File: src/rtl/inst_fetch.sv
// Instruction fetch unit: owns the fetch PC, reads a combinational
// instruction memory, and buffers {pc, word} pairs in a 2-entry queue
// that decode drains.
//
// Handshake: the head entry transfers on a rising edge where
// inst_valid && inst_ready are both high. inst_valid never depends on
// inst_ready. The head is held stable until it is accepted or a redirect
// flushes the queue. A pop on a redirect edge still counts as accepted.
module inst_fetch #(
  parameter int unsigned ADDR_W      = 8,
  parameter logic [31:0] RESET_PC    = 32'h0000_0000,
  parameter logic [31:0] EBREAK_WORD = 32'h0010_0073
) (
  input  logic              clk,
  input  logic              rst,
  output logic [ADDR_W-1:0] imem_addr,
  input  logic [31:0]       imem_data,
  input  logic              redirect_valid,
  input  logic [31:0]       redirect_pc,
  output logic              inst_valid,
  input  logic              inst_ready,
  output logic [31:0]       inst,
  output logic [31:0]       inst_pc,
  output logic              halted
);

  typedef enum logic {RUN = 1'b0, HALT = 1'b1} state_t;

  state_t      state_q, state_d;
  logic [31:0] pc_q, pc_d;
  logic [1:0]  count_q, count_d;
  logic        head_q, head_d;
  logic        tail_q, tail_d;
  logic [1:0][31:0] ent_pc_q;
  logic [1:0][31:0] ent_word_q;

  logic pop;
  logic push;

  // Redirect targets are word aligned; the low bits are deliberately dropped.
  logic unused_redirect_lsb;
  assign unused_redirect_lsb = ^redirect_pc[1:0];

  assign pop  = inst_valid & inst_ready;
  assign push = (state_q == RUN) & ~redirect_valid & ((count_q != 2'd2) | pop);

  assign imem_addr  = pc_q[ADDR_W+1:2];
  assign inst_valid = (count_q != 2'd0);
  assign inst       = ent_word_q[head_q];
  assign inst_pc    = ent_pc_q[head_q];
  assign halted     = (state_q == HALT);

  // Next-state logic: redirect flushes everything, otherwise push/pop bookkeeping.
  always_comb begin
    state_d = state_q;
    pc_d    = pc_q;
    count_d = count_q;
    head_d  = head_q;
    tail_d  = tail_q;
    if (redirect_valid) begin
      state_d = RUN;
      pc_d    = {redirect_pc[31:2], 2'b00};
      count_d = 2'd0;
      head_d  = 1'b0;
      tail_d  = 1'b0;
    end else begin
      if (push) begin
        pc_d   = pc_q + 32'd4;
        tail_d = ~tail_q;
        if (imem_data == EBREAK_WORD) state_d = HALT;
      end
      if (pop) head_d = ~head_q;
      case ({push, pop})
        2'b10:   count_d = count_q + 2'd1;
        2'b01:   count_d = count_q - 2'd1;
        default: count_d = count_q;
      endcase
    end
  end

  // Control state register.
  always_ff @(posedge clk or posedge rst) begin
    if (rst) begin
      state_q <= RUN;
      pc_q    <= RESET_PC;
      count_q <= 2'd0;
      head_q  <= 1'b0;
      tail_q  <= 1'b0;
    end else begin
      state_q <= state_d;
      pc_q    <= pc_d;
      count_q <= count_d;
      head_q  <= head_d;
      tail_q  <= tail_d;
    end
  end

  // Queue storage: capture the fetched word and its PC at the tail on push.
  always_ff @(posedge clk or posedge rst) begin
    if (rst) begin
      ent_pc_q   <= '0;
      ent_word_q <= '0;
    end else if (push) begin
      ent_pc_q[tail_q]   <= pc_q;
      ent_word_q[tail_q] <= imem_data;
    end
  end

endmodule
File: config.mk
export PLATFORM = sky130hd
export DESIGN_NAME = inst_fetch
export DESIGN_NICKNAME = d
export VERILOG_FILES = /design/src/rtl/inst_fetch.sv
export SDC_FILE = /design/constraint.sdc
export NUM_CORES = 1
export LEC_CHECK = 0
export CAP_MARGIN = 20
export CELL_PAD_IN_SITES_DETAIL_PLACEMENT = 0
export CELL_PAD_IN_SITES_GLOBAL_PLACEMENT = 2
export CORE_MARGIN = 2
export CORE_UTILIZATION = 38
export DETAILED_ROUTE_END_ITERATION = 10
export GPL_TIMING_DRIVEN = 1
export HOLD_SLACK_MARGIN = 0.06
export PLACE_DENSITY_LB_ADDON = 0.1
export SLEW_MARGIN = 20
export SYNTH_ARGS = -nofsm -noshare
export SYNTH_HDL_FRONTEND = slang
export SYNTH_SLANG_ARGS = --single-unit
File: constraint.sdc
create_clock -name clk -period 11.3 [get_ports clk]
set_input_delay 1.13 -clock clk [delete_from_list [all_inputs] [get_ports clk]]
set_output_delay 1.13 -clock clk [all_outputs]
set_load 0.05 [all_outputs]
### After elaboration in Yosys (flattened, before gate mapping)

Cells that the tools add are included.

| cells by class | value |
|---|---|
| $add $sub $neg | 3 |
| multiply operators | 0 |
| div/mod/pow operators | 0 |
| order comparisons | 3 |
| eq/ne operators | 4 |
| shift-type cells | 0 |
| multiplexer cells | 19 |
| bitwise operators | 8 |
| reduce and logical (&&, ||, !) cells | 7 |

Operators by type and width:

| cell | number |
|---|---|
| $mux W32 | 7 |
| $bwmux W64 | 2 |
| $add A32 B3 Y32 const B | 1 |
| $demux W32 S1 | 1 |
| $eq A32 B21 Y1 const B | 1 |
| $reduce_bool A2 Y1 | 4 |
| $mux W1 | 7 |
| $lt A1 B2 Y1 const B | 2 |
| $not A1 Y1 | 4 |
| $pmux W2 S2 | 1 |
| $and A1 B1 Y1 | 3 |
| $reduce_bool A3 Y1 | 1 |
| $add A2 B1 Y2 const B | 1 |
| $eq A2 B1 Y1 const B | 1 |
| $eq A2 B2 Y1 const B | 1 |
| $mux W2 | 1 |
| $ne A2 B2 Y1 const B | 1 |
| $reduce_and A2 Y1 | 1 |
| $sub A2 B1 Y2 const B | 1 |
| $ge A1 B1 Y1 const B | 1 |
| $logic_and A1 B1 Y1 | 1 |
| $or A1 B1 Y1 | 1 |

| storage, ports and cells | value |
|---|---|
| register bits | 165 |
| latch bits | 0 |
| memory bits (writable) | 0 |
| bits in read-only memories | 0 |
| bits of input ports | 68 |
| output and inout bits | 74 |
| word-level logic and storage cells | 53 |
| memories | 0 |

### Depth between registers and ports, before layout

| logic depth | value |
|---|---|
| depth in word-level cells | 7 |
| depth in mapped cells | 7 |
| mapped depth without buffers | 5 |

### Least setup slack after synthesis

No wires, ideal clock.

| path | value |
|---|---|
| path kind | input -> register |
| start point | input redirect_valid |
| end point | register ent_word_q[0] in the netlist's numbering |
| library setup time | 0.125 ns |
| arrival time | 2.549 ns |
| data required time | 11.175 ns |
| slack | 8.626 ns |
| cell stages on the path | 4 |
| path buffers | 2 |
| cells stage by stage | clkbuf_1 > nor4_2 > clkbuf_1 > mux2_2 |

| between the ends | value |
|---|---|
| cells in the longest elaborated chain, start to end | 3 |

Ends and longest elaborated chain:

| what | RTL line | RTL |
|---|---|---|
| start, declared | 18 | `input logic redirect_valid,` |
| $not A1 Y1 | 45 | `assign push = (state_q == RUN) & ~redirect_valid & ((count_q != 2'd2) \| pop);` |
| $and A1 B1 Y1 (2 in series) | 45 |  |
| end signal, assigned by index | 105 | `ent_word_q[tail_q] <= imem_data;` |
| end, declared | 35 | `logic [1:0][31:0] ent_word_q;` |

Every way passes these cells.
A chain may end at the register's enable or synchronous reset.

### Final worst setup path

| path | value |
|---|---|
| start point | register head_q |
| end point | output inst[16] |

| between the ends | value |
|---|---|
| cells in the longest elaborated chain, start to end | 2 |

Ends and longest elaborated chain:

| what | RTL line | RTL |
|---|---|---|
| start, declared | 32 | `logic head_q, head_d;` |
| start signal, assigned | 87 | `head_q <= 1'b0;` |
| start signal, assigned | 93 | `head_q <= head_d;` |
| $mux W32 (not written as such) (2 in series) | 49 | `assign inst = ent_word_q[head_q];` |
| end, declared | 22 | `output logic [31:0] inst,` |

Every way passes these cells. The select of a mux whose other input is x is not followed.

==> insert_results.sql <==
INSERT INTO impl_metrics (metric_group, metric, value, unit) VALUES
('outcome', 'status', 'completed', ''),
('worst_setup_path', 'crit_path_dat', '2.97', 'ns'),
('synthesis', 'synth_largest_type_area_fraction', '52.9', '%'),
('power_and_ir_drop', 'pwr_density_cell', '208', 'mW/mm^2'),
('clock_network', 'clk_path_buf_depth', '2', ''),
('clock_network', 'h-tree-depth', '4', ''),
('clock_network', 'tritoncts.num_buffers', '17', ''),
('synthesis', 'yosys.area_share.adder', '0.166', '%'),
('clock_network', 'clk_pin_slew', '0.06', 'ns'),
('timing', 'max-slew-margin-rel', '30.2', '%'),
('worst_setup_path', 'critical_path.top_delay_family', 'buffers and inverters', ''),
('synthesis', 'synth_compound_area_share', '4.53', '%'),
('global_route', 'via_count_of_the_first_global_routing_pass', '5357', ''),
('floorplanning', 'die_footprint', '0.0209', 'mm^2'),
('global_route', 'grt_max_degree', '88', ''),
('synthesis', 'async_reset_ff_share', '100', '%'),
('synthesis', 'yosysUniqueCellTypes', '45', ''),
('route', 'avgViaCountPerCell', '5.18', ''),
('timing', 'final-setup-viol-count', '0', ''),
('floorplanning', 'placement_rows', '51', ''),
('synthesis', 'post_synth_inst_count', '588', ''),
('placement', 'gp_congestion', '0.724', ''),
('worst_setup_path', 'timing.critical_path.fanout_max', '37', ''),
('timing', 'max_freq', '244', 'MHz'),
('route', 'detail_route.wirelength', '17.9', 'mm'),
('clock_network', 'tritoncts', 'done', ''),
('power_and_ir_drop', 'p_leak', '3.75', 'nW'),
('timing', 'tightestPinTransition', '1.05', 'ns'),
('route', 'drt_first_iter_violations', '171', ''),
('clock_network', 'postCtsSetupRepairBufs', '0', ''),
('worst_setup_path', 'end_kind', 'primary output', ''),
('worst_setup_path', 'path_class', 'reg2out', ''),
('synthesis', 'ys.flop_type', 'sky130_fd_sc_hd__dfrtp_1', ''),
('route', 'wl_per_cell', '18.2', 'um'),
('worst_hold_path', 'hp-class', 'reg2reg', ''),
('synthesis', 'most_instantiated_cells_after_synthesis', '187 x sky130_fd_sc_hd__mux2_2, 159 x sky130_fd_sc_hd__dfrtp_1, 25 x sky130_fd_sc_hd__nor2_1, 24 x sky130_fd_sc_hd__clkbuf_1, 22 x sky130_fd_sc_hd__nand2_1', ''),
('worst_setup_path', 'crit_chain', 'buf_4, mux2_2, clkdlybuf4s50_1', ''),
('floorplanning', 'starting_density_of_the_core', '38.6', '%'),
('floorplanning', 'chipHeight', '145', 'um'),
('clock_network', 'resized_gates_after_cts', '0', ''),
('timing', 'finalHoldViolCount', '0', ''),
('route', 'post-route-drc-count', '0', ''),
('timing', 'finalSetupTns', '0', 'ns'),
('power_and_ir_drop', 'ir_worst_vdd', '109', 'uV'),
('synthesis', 'yosys-top-cells-area', 'sky130_fd_sc_hd__dfrtp_1 53%, sky130_fd_sc_hd__mux2_2 28%, sky130_fd_sc_hd__a31oi_1 1.7%, sky130_fd_sc_hd__or4_1 1.6%, sky130_fd_sc_hd__o31ai_1 1.4%', ''),
('clock_network', 'hold_buffers', '0', ''),
('synthesis', 'synth_top_family_by_area', 'multiplexers', ''),
('synthesis', 'synth_simple_gate_area_share', '9.47', '%'),
('final_layout', 'flow.area_growth_from_synthesis', '28.2', '%'),
('route', 'detail-route-antenna-nets', '0', ''),
('clock_network', 'numClockSinks', '159', ''),
('final_layout', 'insertedDiodeCount', '0', ''),
('placement', 'hpwlAfterDp', '12.1', 'mm'),
('timing', 'timing.final.max_slew_violations', '0', ''),
('synthesis', 'synthesis.area_per_instance', '12.8', 'um^2'),
('synthesis', 'muxShareOfSynthArea', '28.2', '%'),
('clock_network', 'clk_latency', '0.42', 'ns'),
('global_route', 'initial_antenna_violation_count', '0', ''),
('worst_setup_path', 'crit_path_top_delay_cell', 'sky130_fd_sc_hd__dfrtp_2', ''),
('synthesis', 'synth.most_common_cell', 'sky130_fd_sc_hd__mux2_2', ''),
('timing', 'finClkSkew', '0.00856', 'ns'),
('timing', 'period_needed', '4.10', 'ns'),
('synthesis', 'synth_enable_flop_cells', '0', ''),
('synthesis', 'post_synth_xor_area_fraction', '1.28', '%'),
('final_layout', 'post_route_cells_drive_above_1_share', '32.8', '%'),
('synthesis', 'synth_area', '0.00752', 'mm^2'),
('route', 'detail_route.first_pass.iterations', '4', ''),
('global_route', 'grtUsageTotal', '17.7', '%'),
('timing', 'min_period_over_period', '36.3', '%'),
('placement', 'place_ws', '6.99', 'ns'),
('placement', 'port_buffers', '137', '');
## final timing paths
kind,from,end,slack [ns],depth (start not counted)
worst max-delay path,head_q,inst[16],7.20,3
worst min-delay path,ent_pc_q[53],ent_pc_q[53],0.50,1
worst max register to register,count_q[1],ent_word_q[48],8.34,5
worst min register to register,ent_pc_q[53],ent_pc_q[53],0.50,1
max in group asynchronous,rst,ent_word_q[48],8.56,3
min in group asynchronous,rst,ent_word_q[2],1.22,2
## power by group
| group | total (mW) | switching, mW | internal, mW |
|---|---|---|---|
| sequential | 0.770 | 0.0775 | 0.692 |
| combinational | 0.673 | 0.381 | 0.292 |
| clock | 0.559 | 0.230 | 0.328 |
| total | 2.00 | 0.689 | 1.31 |
## logic make-up after synthesis
family	after synthesis
mux	188
flops	159
simple gates	121
compound gates	54
buf+inv	53
xor+xnor	11
fa+ha+maj	1
other cells	1
## state kept, by name, summed over array words and instances (netlist names)
signal,cells
count_q,2
tail_q,1
head_q,1
ent_word_q,64
ent_pc_q,60
pc_q,30
halted,1
## layout make-up
cell class | instances | area, um^2
clock inverter | 10 | 115
fill | 1764 | 9820
inverter | 8 | 35.0
tap | 265 | 332
timing repair buffer | 145 | 1440
clock buffer | 20 | 447
sequential | 159 | 3980
multi-input combinational | 377 | 3290
## metrics by stage
stage | instances | utilization, % | area (um^2) | hold slack [ns]
6_report | 984 | 49.5 | 9640 | 0.500
3_5_place_dp | 954 | 46.6 | 9080 | 0.490
3_3_place_gp | 952 | 46.5 | 9060 | 0.483
4_1_cts | 984 | 49.5 | 9640 | 0.504
5_1_grt | 984 | 49.5 | 9640 | 0.516
2_1_floorplan | 589 | - | 7520 | 0.475
## cells in the final DEF (no fill, tap or decap), types with 2 or more instances in the layout
cell	count
sky130_fd_sc_hd__mux2_2	187
sky130_fd_sc_hd__dfrtp_1	158
sky130_fd_sc_hd__clkdlybuf4s50_1	137
sky130_fd_sc_hd__nor2_1	25
sky130_fd_sc_hd__nand2_1	22
sky130_fd_sc_hd__a31oi_1	20
sky130_fd_sc_hd__clkbuf_16	17
sky130_fd_sc_hd__or4_1	16
sky130_fd_sc_hd__o21ai_0	15
sky130_fd_sc_hd__o31ai_1	14
sky130_fd_sc_hd__nand4_1	10
sky130_fd_sc_hd__nand3_1	9
sky130_fd_sc_hd__inv_1	7
sky130_fd_sc_hd__xnor2_1	7
sky130_fd_sc_hd__nor4_1	7
sky130_fd_sc_hd__buf_4	7
sky130_fd_sc_hd__or3_1	5
sky130_fd_sc_hd__xor2_1	4
sky130_fd_sc_hd__and4_1	3
sky130_fd_sc_hd__nor4b_1	3
sky130_fd_sc_hd__clkinv_2	3
sky130_fd_sc_hd__clkinvlp_4	3
sky130_fd_sc_hd__and3_2	2
sky130_fd_sc_hd__or2_2	2
sky130_fd_sc_hd__inv_6	2
sky130_fd_sc_hd__or4b_1	2
sky130_fd_sc_hd__nor2b_1	2
sky130_fd_sc_hd__a21oi_1	2
sky130_fd_sc_hd__nor3_1	2
sky130_fd_sc_hd__conb_1	2
sky130_fd_sc_hd__clkbuf_1	2
sky130_fd_sc_hd__bufinv_16	2
## routing by layer
metal,global-route usage [%],part of all wire [%],up-vias
li1,-,-,2377
met1,23.8,47,2601
met2,28.4,48,110
met3,4.93,4.7,10
met4,4.09,0.80,0
met5,0,0,-
## worst register-to-register path: stages (launching register included)
cell and delay [ns]:
sky130_fd_sc_hd__dfrtp_1 0.42, sky130_fd_sc_hd__nor3b_2 0.26, sky130_fd_sc_hd__nor2_1 0.32, sky130_fd_sc_hd__and3_2 0.96
sky130_fd_sc_hd__buf_4 0.50, sky130_fd_sc_hd__mux2_2 0.39
Note: power is estimated with default switching activity, not from simulation.
